File: config.mk
export PLATFORM = sky130hd
export DESIGN_NAME = alu_issue_stage_flat
export DESIGN_NICKNAME = d
export VERILOG_FILES = /design/src/rtl/alu_pkg.sv /design/src/rtl/alu_issue_stage_if.sv /design/src/rtl/alu_regfile.sv /design/src/rtl/alu_issue_stage.sv /design/src/flat_wrapper.sv
export SDC_FILE = /design/constraint.sdc
export NUM_CORES = 1
export LEC_CHECK = 0
export ABC_AREA = 1
export CORE_MARGIN = 2
export CORE_UTILIZATION = 40
export CTS_BUF_LIST = sky130_fd_sc_hd__clkbuf_8
export CTS_CLUSTER_SIZE = 8
export DETAILED_ROUTE_END_ITERATION = 6
export HOLD_SLACK_MARGIN = 0.12
export PLACE_DENSITY = 0.71
export SLEW_MARGIN = 0
export SYNTH_ARGS = -nofsm -noshare
export SYNTH_HDL_FRONTEND = slang
export SYNTH_HIERARCHICAL = 1
export SYNTH_SLANG_ARGS = --single-unit
File: constraint.sdc
create_clock -name clk -period 2 [get_ports clk]
set_input_delay 0.5 -clock clk [delete_from_list [all_inputs] [get_ports clk]]
set_output_delay 0.5 -clock clk [all_outputs]
set_load 0.05 [all_outputs]
File: src/rtl/alu_pkg.sv
// Shared definitions for the ALU issue stage: widths, opcode encoding,
// instruction field positions and small decode helpers.
package alu_pkg;

    localparam int NREGS   = 8;
    localparam int REG_W   = 3;
    localparam int DATA_W  = 8;
    localparam int FLAG_W  = 3;
    localparam int OPC_W   = 4;
    localparam int INSTR_W = 24;

    // Opcode encoding shared with the ALU.
    localparam logic [OPC_W-1:0] OP_ADD     = 4'b0100;
    localparam logic [OPC_W-1:0] OP_CMP     = 4'b0111;
    localparam logic [OPC_W-1:0] OP_LD      = 4'b1000;
    localparam logic [OPC_W-1:0] MAX_OPCODE = 4'd8;

    // Instruction word field positions.
    localparam int OPC_MSB  = 23;
    localparam int OPC_LSB  = 20;
    localparam int RD_MSB   = 19;
    localparam int RD_LSB   = 17;
    localparam int RSA_MSB  = 16;
    localparam int RSA_LSB  = 14;
    localparam int RSB_MSB  = 13;
    localparam int RSB_LSB  = 11;
    localparam int RSV_MSB  = 10;
    localparam int RSV_LSB  = 8;
    localparam int ADDR_MSB = 7;
    localparam int ADDR_LSB = 0;

    // One-hot mask selecting a single register index.
    function automatic logic [NREGS-1:0] reg_onehot(input logic [REG_W-1:0] idx);
        reg_onehot = {{(NREGS-1){1'b0}}, 1'b1} << idx;
    endfunction

    // Opcodes above MAX_OPCODE are dropped by the issue stage.
    function automatic logic opcode_legal(input logic [OPC_W-1:0] op);
        opcode_legal = (op <= MAX_OPCODE);
    endfunction

endpackage

File: src/rtl/alu_issue_stage_if.sv
// Instruction-in / ALU-bundle-out handshake bundle of the issue stage.
// master = the environment (instruction source and bundle consumer),
// slave  = the issue stage itself.
interface alu_issue_stage_if;
    import alu_pkg::*;

    logic                 in_valid;
    logic                 in_ready;
    logic [INSTR_W-1:0]   in_instr;
    logic                 out_valid;
    logic                 out_ready;
    logic [OPC_W-1:0]     opcode;
    logic [DATA_W-1:0]    operand_A;
    logic [DATA_W-1:0]    operand_B;
    logic [DATA_W-1:0]    memory_address;
    logic [REG_W-1:0]     out_rd;

    modport master (
        output in_valid, in_instr, out_ready,
        input  in_ready, out_valid, opcode, operand_A, operand_B,
               memory_address, out_rd
    );

    modport slave (
        input  in_valid, in_instr, out_ready,
        output in_ready, out_valid, opcode, operand_A, operand_B,
               memory_address, out_rd
    );

endinterface

File: src/rtl/alu_regfile.sv
// 8x8 register file with two combinational read ports (write-first bypass
// from the writeback port) and the architectural flag register.
module alu_regfile
    import alu_pkg::*;
(
    input  logic              clk,
    input  logic              rst,
    input  logic              wb_en,
    input  logic [REG_W-1:0]  wb_addr,
    input  logic [DATA_W-1:0] wb_data,
    input  logic [FLAG_W-1:0] wb_flag,
    input  logic [REG_W-1:0]  rd_addr_a,
    input  logic [REG_W-1:0]  rd_addr_b,
    output logic [DATA_W-1:0] rd_data_a,
    output logic [DATA_W-1:0] rd_data_b,
    output logic [FLAG_W-1:0] flag_q
);

    logic [DATA_W-1:0] regs_r [NREGS];

    // Register and flag storage, written by the ALU writeback port.
    always_ff @(posedge clk or posedge rst) begin
        if (rst) begin
            for (int i = 0; i < NREGS; i++) begin
                regs_r[i] <= {DATA_W{1'b0}};
            end
            flag_q <= {FLAG_W{1'b0}};
        end else if (wb_en) begin
            regs_r[wb_addr] <= wb_data;
            flag_q          <= wb_flag;
        end
    end

    // Read port A: a same-cycle writeback to the same index wins.
    always_comb begin
        if (wb_en && (wb_addr == rd_addr_a)) begin
            rd_data_a = wb_data;
        end else begin
            rd_data_a = regs_r[rd_addr_a];
        end
    end

    // Read port B: a same-cycle writeback to the same index wins.
    always_comb begin
        if (wb_en && (wb_addr == rd_addr_b)) begin
            rd_data_b = wb_data;
        end else begin
            rd_data_b = regs_r[rd_addr_b];
        end
    end

endmodule

File: src/rtl/alu_issue_stage.sv
// Decode / operand-fetch stage in front of the 8-bit ALU. Decodes a 24-bit
// instruction, reads two source operands (with writeback bypass) and holds
// the ALU bundle in a single output register.
// Optional build macro ALU_ISSUE_SCOREBOARD_EN adds a pending-destination
// vector that stalls instructions reading a register still in flight.
module alu_issue_stage
    import alu_pkg::*;
(
    input  logic              clk,
    input  logic              rst,
    alu_issue_stage_if.slave  bus,
    input  logic              wb_en,
    input  logic [REG_W-1:0]  wb_addr,
    input  logic [DATA_W-1:0] wb_data,
    input  logic [FLAG_W-1:0] wb_flag,
    output logic [FLAG_W-1:0] flag_q,
    output logic              illegal_op
);

    logic [OPC_W-1:0]  dec_op_s;
    logic [REG_W-1:0]  dec_rd_s;
    logic [REG_W-1:0]  dec_rsa_s;
    logic [REG_W-1:0]  dec_rsb_s;
    logic [DATA_W-1:0] dec_addr_s;
    logic              unused_rsvd_s;
    logic [DATA_W-1:0] rf_a_s;
    logic [DATA_W-1:0] rf_b_s;
    logic              legal_s;
    logic              hold_free_s;
    logic              in_fire_s;
    logic              out_fire_s;

    assign dec_op_s      = bus.in_instr[OPC_MSB:OPC_LSB];
    assign dec_rd_s      = bus.in_instr[RD_MSB:RD_LSB];
    assign dec_rsa_s     = bus.in_instr[RSA_MSB:RSA_LSB];
    assign dec_rsb_s     = bus.in_instr[RSB_MSB:RSB_LSB];
    assign dec_addr_s    = bus.in_instr[ADDR_MSB:ADDR_LSB];
    // Reserved field carries no meaning.
    assign unused_rsvd_s = ^bus.in_instr[RSV_MSB:RSV_LSB];

    assign legal_s     = opcode_legal(dec_op_s);
    assign hold_free_s = ~bus.out_valid | bus.out_ready;
    assign in_fire_s   = bus.in_valid & bus.in_ready;
    assign out_fire_s  = bus.out_valid & bus.out_ready;

    alu_regfile u_regfile (
        .clk       (clk),
        .rst       (rst),
        .wb_en     (wb_en),
        .wb_addr   (wb_addr),
        .wb_data   (wb_data),
        .wb_flag   (wb_flag),
        .rd_addr_a (dec_rsa_s),
        .rd_addr_b (dec_rsb_s),
        .rd_data_a (rf_a_s),
        .rd_data_b (rf_b_s),
        .flag_q    (flag_q)
    );

`ifdef ALU_ISSUE_SCOREBOARD_EN
    logic [NREGS-1:0] pending_r;
    logic [NREGS-1:0] pending_nxt_s;
    logic [NREGS-1:0] busy_s;
    logic             raw_stall_s;

    // Registers still owed a result: pending ones not being written back
    // right now (bypass covers those), plus the destination of the held
    // bundle, which becomes pending the moment it is accepted.
    always_comb begin
        busy_s = pending_r;
        if (wb_en) begin
            busy_s = busy_s & ~reg_onehot(wb_addr);
        end else begin
            busy_s = busy_s;
        end
        if (bus.out_valid) begin
            busy_s = busy_s | reg_onehot(bus.out_rd);
        end else begin
            busy_s = busy_s;
        end
    end

    assign raw_stall_s = bus.in_valid & (busy_s[dec_rsa_s] | busy_s[dec_rsb_s]);
    assign bus.in_ready = hold_free_s & ~raw_stall_s;

    // Next pending vector: writeback clears, bundle acceptance sets (set wins).
    always_comb begin
        pending_nxt_s = pending_r;
        if (wb_en) begin
            pending_nxt_s = pending_nxt_s & ~reg_onehot(wb_addr);
        end else begin
            pending_nxt_s = pending_nxt_s;
        end
        if (out_fire_s) begin
            pending_nxt_s = pending_nxt_s | reg_onehot(bus.out_rd);
        end else begin
            pending_nxt_s = pending_nxt_s;
        end
    end

    // Pending-destination vector storage.
    always_ff @(posedge clk or posedge rst) begin
        if (rst) begin
            pending_r <= {NREGS{1'b0}};
        end else begin
            pending_r <= pending_nxt_s;
        end
    end
`else
    assign bus.in_ready = hold_free_s;
`endif

    // Output bundle register and illegal-opcode pulse. An illegal in_fire can
    // only happen when the register is free, so it simply leaves it empty.
    always_ff @(posedge clk or posedge rst) begin
        if (rst) begin
            bus.out_valid      <= 1'b0;
            bus.opcode         <= {OPC_W{1'b0}};
            bus.operand_A      <= {DATA_W{1'b0}};
            bus.operand_B      <= {DATA_W{1'b0}};
            bus.memory_address <= {DATA_W{1'b0}};
            bus.out_rd         <= {REG_W{1'b0}};
            illegal_op         <= 1'b0;
        end else begin
            illegal_op <= in_fire_s & ~legal_s;
            if (in_fire_s && legal_s) begin
                bus.out_valid      <= 1'b1;
                bus.opcode         <= dec_op_s;
                bus.operand_A      <= rf_a_s;
                bus.operand_B      <= rf_b_s;
                bus.memory_address <= dec_addr_s;
                bus.out_rd         <= dec_rd_s;
            end else if (out_fire_s) begin
                bus.out_valid <= 1'b0;
            end
        end
    end

endmodule

File: src/flat_wrapper.sv
// flat-port wrapper written by rule: the top's interface ports become plain ports
module alu_issue_stage_flat import alu_pkg::*;
  (clk, rst, wb_en, wb_addr, wb_data, wb_flag, flag_q, illegal_op, bus_in_valid, bus_in_instr, bus_out_ready, bus_in_ready, bus_out_valid, bus_opcode, bus_operand_A, bus_operand_B, bus_memory_address, bus_out_rd);
  alu_issue_stage_if bus_i ();
  input  logic clk;
  input  logic rst;
  input  logic wb_en;
  input  logic [REG_W-1:0] wb_addr;
  input  logic [DATA_W-1:0] wb_data;
  input  logic [FLAG_W-1:0] wb_flag;
  output logic [FLAG_W-1:0] flag_q;
  output logic illegal_op;
  input wire logic [$bits(bus_i.in_valid)-1:0] bus_in_valid;
  input wire logic [$bits(bus_i.in_instr)-1:0] bus_in_instr;
  input wire logic [$bits(bus_i.out_ready)-1:0] bus_out_ready;
  output wire logic [$bits(bus_i.in_ready)-1:0] bus_in_ready;
  output wire logic [$bits(bus_i.out_valid)-1:0] bus_out_valid;
  output wire logic [$bits(bus_i.opcode)-1:0] bus_opcode;
  output wire logic [$bits(bus_i.operand_A)-1:0] bus_operand_A;
  output wire logic [$bits(bus_i.operand_B)-1:0] bus_operand_B;
  output wire logic [$bits(bus_i.memory_address)-1:0] bus_memory_address;
  output wire logic [$bits(bus_i.out_rd)-1:0] bus_out_rd;
  assign bus_i.in_valid = bus_in_valid;
  assign bus_i.in_instr = bus_in_instr;
  assign bus_i.out_ready = bus_out_ready;
  assign bus_in_ready = bus_i.in_ready;
  assign bus_out_valid = bus_i.out_valid;
  assign bus_opcode = bus_i.opcode;
  assign bus_operand_A = bus_i.operand_A;
  assign bus_operand_B = bus_i.operand_B;
  assign bus_memory_address = bus_i.memory_address;
  assign bus_out_rd = bus_i.out_rd;
  alu_issue_stage u_core (.clk(clk), .rst(rst), .bus(bus_i), .wb_en(wb_en), .wb_addr(wb_addr), .wb_data(wb_data), .wb_flag(wb_flag), .flag_q(flag_q), .illegal_op(illegal_op));
endmodule
==> load_flow_metrics.sql <==
INSERT INTO impl_metrics (metric_group, metric, value, unit) VALUES
('final_layout', 'layout-drive-gt1-share', '13.15', '%'),
('status', 'status', 'finished clean', ''),
('route', 'post_drt_via_cell_ratio', '4.974', ''),
('critical_path', 'critPathLaunchType', 'register', ''),
('clock_tree', 'clockRootBuffer', 'sky130_fd_sc_hd__clkbuf_8', ''),
('synthesis', 'synth.yosys.warnings', '6', ''),
('grt', 'grt_first_pass_wirelength', '24.73', 'mm'),
('sta', 'hold-worst-slack', '0.4750', 'ns'),
('clock_tree', 'post_cts_hold_buffer_count', '0', ''),
('route', 'route.antenna.remaining_nets', '0', ''),
('sta', 'slew_headroom', '66.84', '%'),
('sta', 'setup_violations', '0', ''),
('min_path', 'hp-class', 'register to register', ''),
('clock_tree', 'cts_buffers', '9', ''),
('sta', 'tns', '0', 'ns'),
('synthesis', 'yosys_register_bits', '100', ''),
('die', 'fp-row-count', '42', ''),
('pwr', 'p_per_cell_area', '862.0', 'nW/um2'),
('synthesis', 'netlist_top_cells_area', 'sky130_fd_sc_hd__dfrtp_1 45%, sky130_fd_sc_hd__nand2_1 21%, sky130_fd_sc_hd__nand3_1 13%', ''),
('synthesis', 'avgSynthCellArea', '7.147', 'um2'),
('placed_design', 'place_congestion', '0.8563', ''),
('final_layout', 'multi_input_comb_area', '2434', 'um2'),
('run', 'max-cap-violations', '0', ''),
('critical_path', 'crit_path_cell_trace', 'dlygate4sd2_1', ''),
('die', 'i_o_pins', '80', ''),
('min_path', 'worst_hold_path.endpoint', 'u_core/bus.memory_address[0]$_DFFE_PP0P_', ''),
('grt', 'global_route.overflow_total', '0', ''),
('final_layout', 'fillers', '1349', ''),
('die', 'placeableCoreArea', '13400', 'um2'),
('pwr', 'total_leakage_power', '3.600', 'nW'),
('critical_path', 'worst_path_max_delay_cell', 'sky130_fd_sc_hd__dlygate4sd2_1', ''),
('final_layout', 'areaGrowthSynthToFinish', '22.36', '%'),
('sta', 'fmax', '553.1', 'MHz'),
('die', 'die_footprint', '14800', 'um2'),
('critical_path', 'cp.buffers_inverters', '1', ''),
('critical_path', 'timing_worst_setup_path_type', 'register to primary output', ''),
('synthesis', 'ys_types', '22', ''),
('final_layout', 'layoutNonFillerInstCount', '1043', ''),
('final_layout', 'register_area', '2502', 'um2'),
('sta', 'rsz0062_at_grt', 'false', ''),
('grt', 'grt_usage', '21.41', '%'),
('route', 'totalWireLength', '15.28', 'mm'),
('final_layout', 'finish.net_count', '905', ''),
('min_path', 'worstHoldStart', 'u_core/bus.memory_address[0]$_DFFE_PP0P_', ''),
('critical_path', 'worstReg2RegStart', 'u_core/bus.out_valid$_DFFE_PP0P_', ''),
('synthesis', 'synthesis.instances', '775', ''),
('clock_tree', 'clock_h_tree_levels', '3', ''),
('clock_tree', 'cts_setup_buffers', '0', ''),
('sta', 'report.final.hold_viol_count', '0', ''),
('critical_path', 'regToRegEndpoint', 'u_core/bus.memory_address[6]$_DFFE_PP0P_', ''),
('pwr', 'post_route_total_power', '5.843', 'mW'),
('sta', 'final_max_slew_viol_count', '0', ''),
('clock_tree', 'clkSlewWorstSetupHoldPaths', '0.10', 'ns'),
('critical_path', 'r2r_setup_slack', '0.79', 'ns'),
('pwr', 'peakVddDrop', '549.1', 'uV'),
('route', 'first_pass_detailed_route_iteration_total', '5', ''),
('synthesis', 'synth_area_leader_cell', 'sky130_fd_sc_hd__dfrtp_1', ''),
('critical_path', 'rr_worst_depth', '6', ''),
('route', 'routed_wire_length_per_instance', '14.65', 'um'),
('final_layout', 'antenna_cell_count', '0', ''),
('grt', 'largest_net_degree_at_the_start_of_global_routing', '34', ''),
('clock_tree', 'cts_tree', 'done', ''),
('synthesis', 'ys_seq_area_share', '45.18', '%'),
('critical_path', 'worst_path_dominant_cell_family', 'buffers and inverters', ''),
('route', 'drc', '0', ''),
('critical_path', 'worstPathRequired', '1.50', 'ns'),
('route', 'initialDrtViolationCount', '469', ''),
('placed_design', 'placed_cells', '1027', ''),
('die', 'start_util', '41.34', '%'),
('clock_tree', 'cts.path.max_buffers', '2', ''),
('placed_design', 'port_buffers', '76', '');
-- metal layers --
layer,GRT usage (%),up-vias,wire length (um),share of wire (%)
met1,29.12,2349,6970,46
met4,6.394,0,244,1.6
li1,-,2608,-,-
met3,4.916,22,1205,7.9
met2,34.23,209,6856,45
met5,0,-,0,0
-- through the flow --
stage          util (%)  cell area [um2]  setup WS (ns)
2_1_floorplan         -             5543         0.4703
3_3_place_gp      49.37             6616        -0.1009
3_5_place_dp      49.37             6616       -0.09279
4_1_cts           50.58             6778         0.1741
5_1_grt           50.58             6778         0.1473
6_report          50.58             6778         0.1919
-- state kept, by name (all words and copies together), names as in the netlist --
signal / flops
u_core/u_regfile/regs_r: 64
u_core/bus.memory_address: 8
u_core/bus.operand_A: 8
u_core/bus.operand_B: 8
u_core/bus.opcode: 4
u_core/bus.out_rd: 3
u_core/u_regfile/flag_q: 3
u_core/bus.out_valid: 1
u_core/illegal_op: 1
-- cell usage in the layout (no fill, tap or decap) --
cell and n:
sky130_fd_sc_hd__clkinv_4 2, sky130_fd_sc_hd__clkinv_8 1, sky130_fd_sc_hd__inv_6 2, sky130_fd_sc_hd__nor2_4 1, sky130_fd_sc_hd__nand2_1 315, sky130_fd_sc_hd__nor2_1 6, sky130_fd_sc_hd__clkinv_2 2, sky130_fd_sc_hd__nand2_2 13
sky130_fd_sc_hd__o21ai_0 8, sky130_fd_sc_hd__nand2_4 2, sky130_fd_sc_hd__inv_2 10, sky130_fd_sc_hd__nor3_4 1, sky130_fd_sc_hd__clkinvlp_4 3, sky130_fd_sc_hd__clkbuf_8 9, sky130_fd_sc_hd__buf_12 9, sky130_fd_sc_hd__nor2_2 5
sky130_fd_sc_hd__nand3_1 141, sky130_fd_sc_hd__o21ai_1 50, sky130_fd_sc_hd__dfrtp_1 100, sky130_fd_sc_hd__dlygate4sd2_1 20, sky130_fd_sc_hd__o21ai_2 6, sky130_fd_sc_hd__inv_1 74, sky130_fd_sc_hd__clkdlybuf4s50_1 39, sky130_fd_sc_hd__nand3_4 1
sky130_fd_sc_hd__buf_4 47
-- where the power goes --
group	switching (mW)	internal (mW)	leakage, nW
logic	1.35	0.668	2.26
clock network	0.767	0.471	0.0890
registers	0.194	2.40	1.25
-- worst max path at each step --
stage / endpoint / depth (start not counted) / from / slack [ns]
floorplan: u_core/bus.memory_address[0]$_DFFE_PP0P_ / 6 / u_core/bus.out_valid$_DFFE_PP0P_ / 0.47
finish: bus_operand_B[6] / 1 / u_core/bus.operand_B[6]$_DFFE_PP0P_ / 0.19
global placement: u_core/bus.operand_A[2]$_DFFE_PP0P_ / 10 / wb_addr[0] / -0.10
global route: bus_operand_B[6] / 1 / u_core/bus.operand_B[6]$_DFFE_PP0P_ / 0.15
detailed placement: u_core/bus.operand_A[4]$_DFFE_PP0P_ / 10 / wb_addr[0] / -0.09
CTS: bus_operand_B[6] / 1 / u_core/bus.operand_B[6]$_DFFE_PP0P_ / 0.17
-- cell type report --
cell class | count | share of cell area, %
clock inverters | 7 | 0.9230
multi-input cells | 549 | 35.91
well taps | 176 | 3.249
inverters | 87 | 4.966
flip-flops and latches | 100 | 36.92
clock buffers | 9 | 1.828
repair buffers | 115 | 16.21
-- cell families (layout without fill, tap and decap cells) --
| group | after synthesis | after routing | synth area share [%] |
|---|---|---|---|
| simple gates | 485 | 485 | 37.75 |
| buf+inv | 126 | 218 | 10.89 |
| flops | 100 | 100 | 45.18 |
| compound gates | 64 | 64 | 6.189 |
-- synthesized netlist by cell type (all sizes together) --
library cell  instances
buf                  34
nor2                 12
clkbuf                5
nand3               142
clkinv                2
dfrtp               100
inv                  85
o21ai                64
nor3                  1
nand2               330
-- repair_timing --
item	4_1_cts	5_1_grt
endpoints found under the hold margin	0	0
resized for setup	20	0
setup endpoints to repair	20	0
Note: power is estimated with default switching activity, not from simulation.
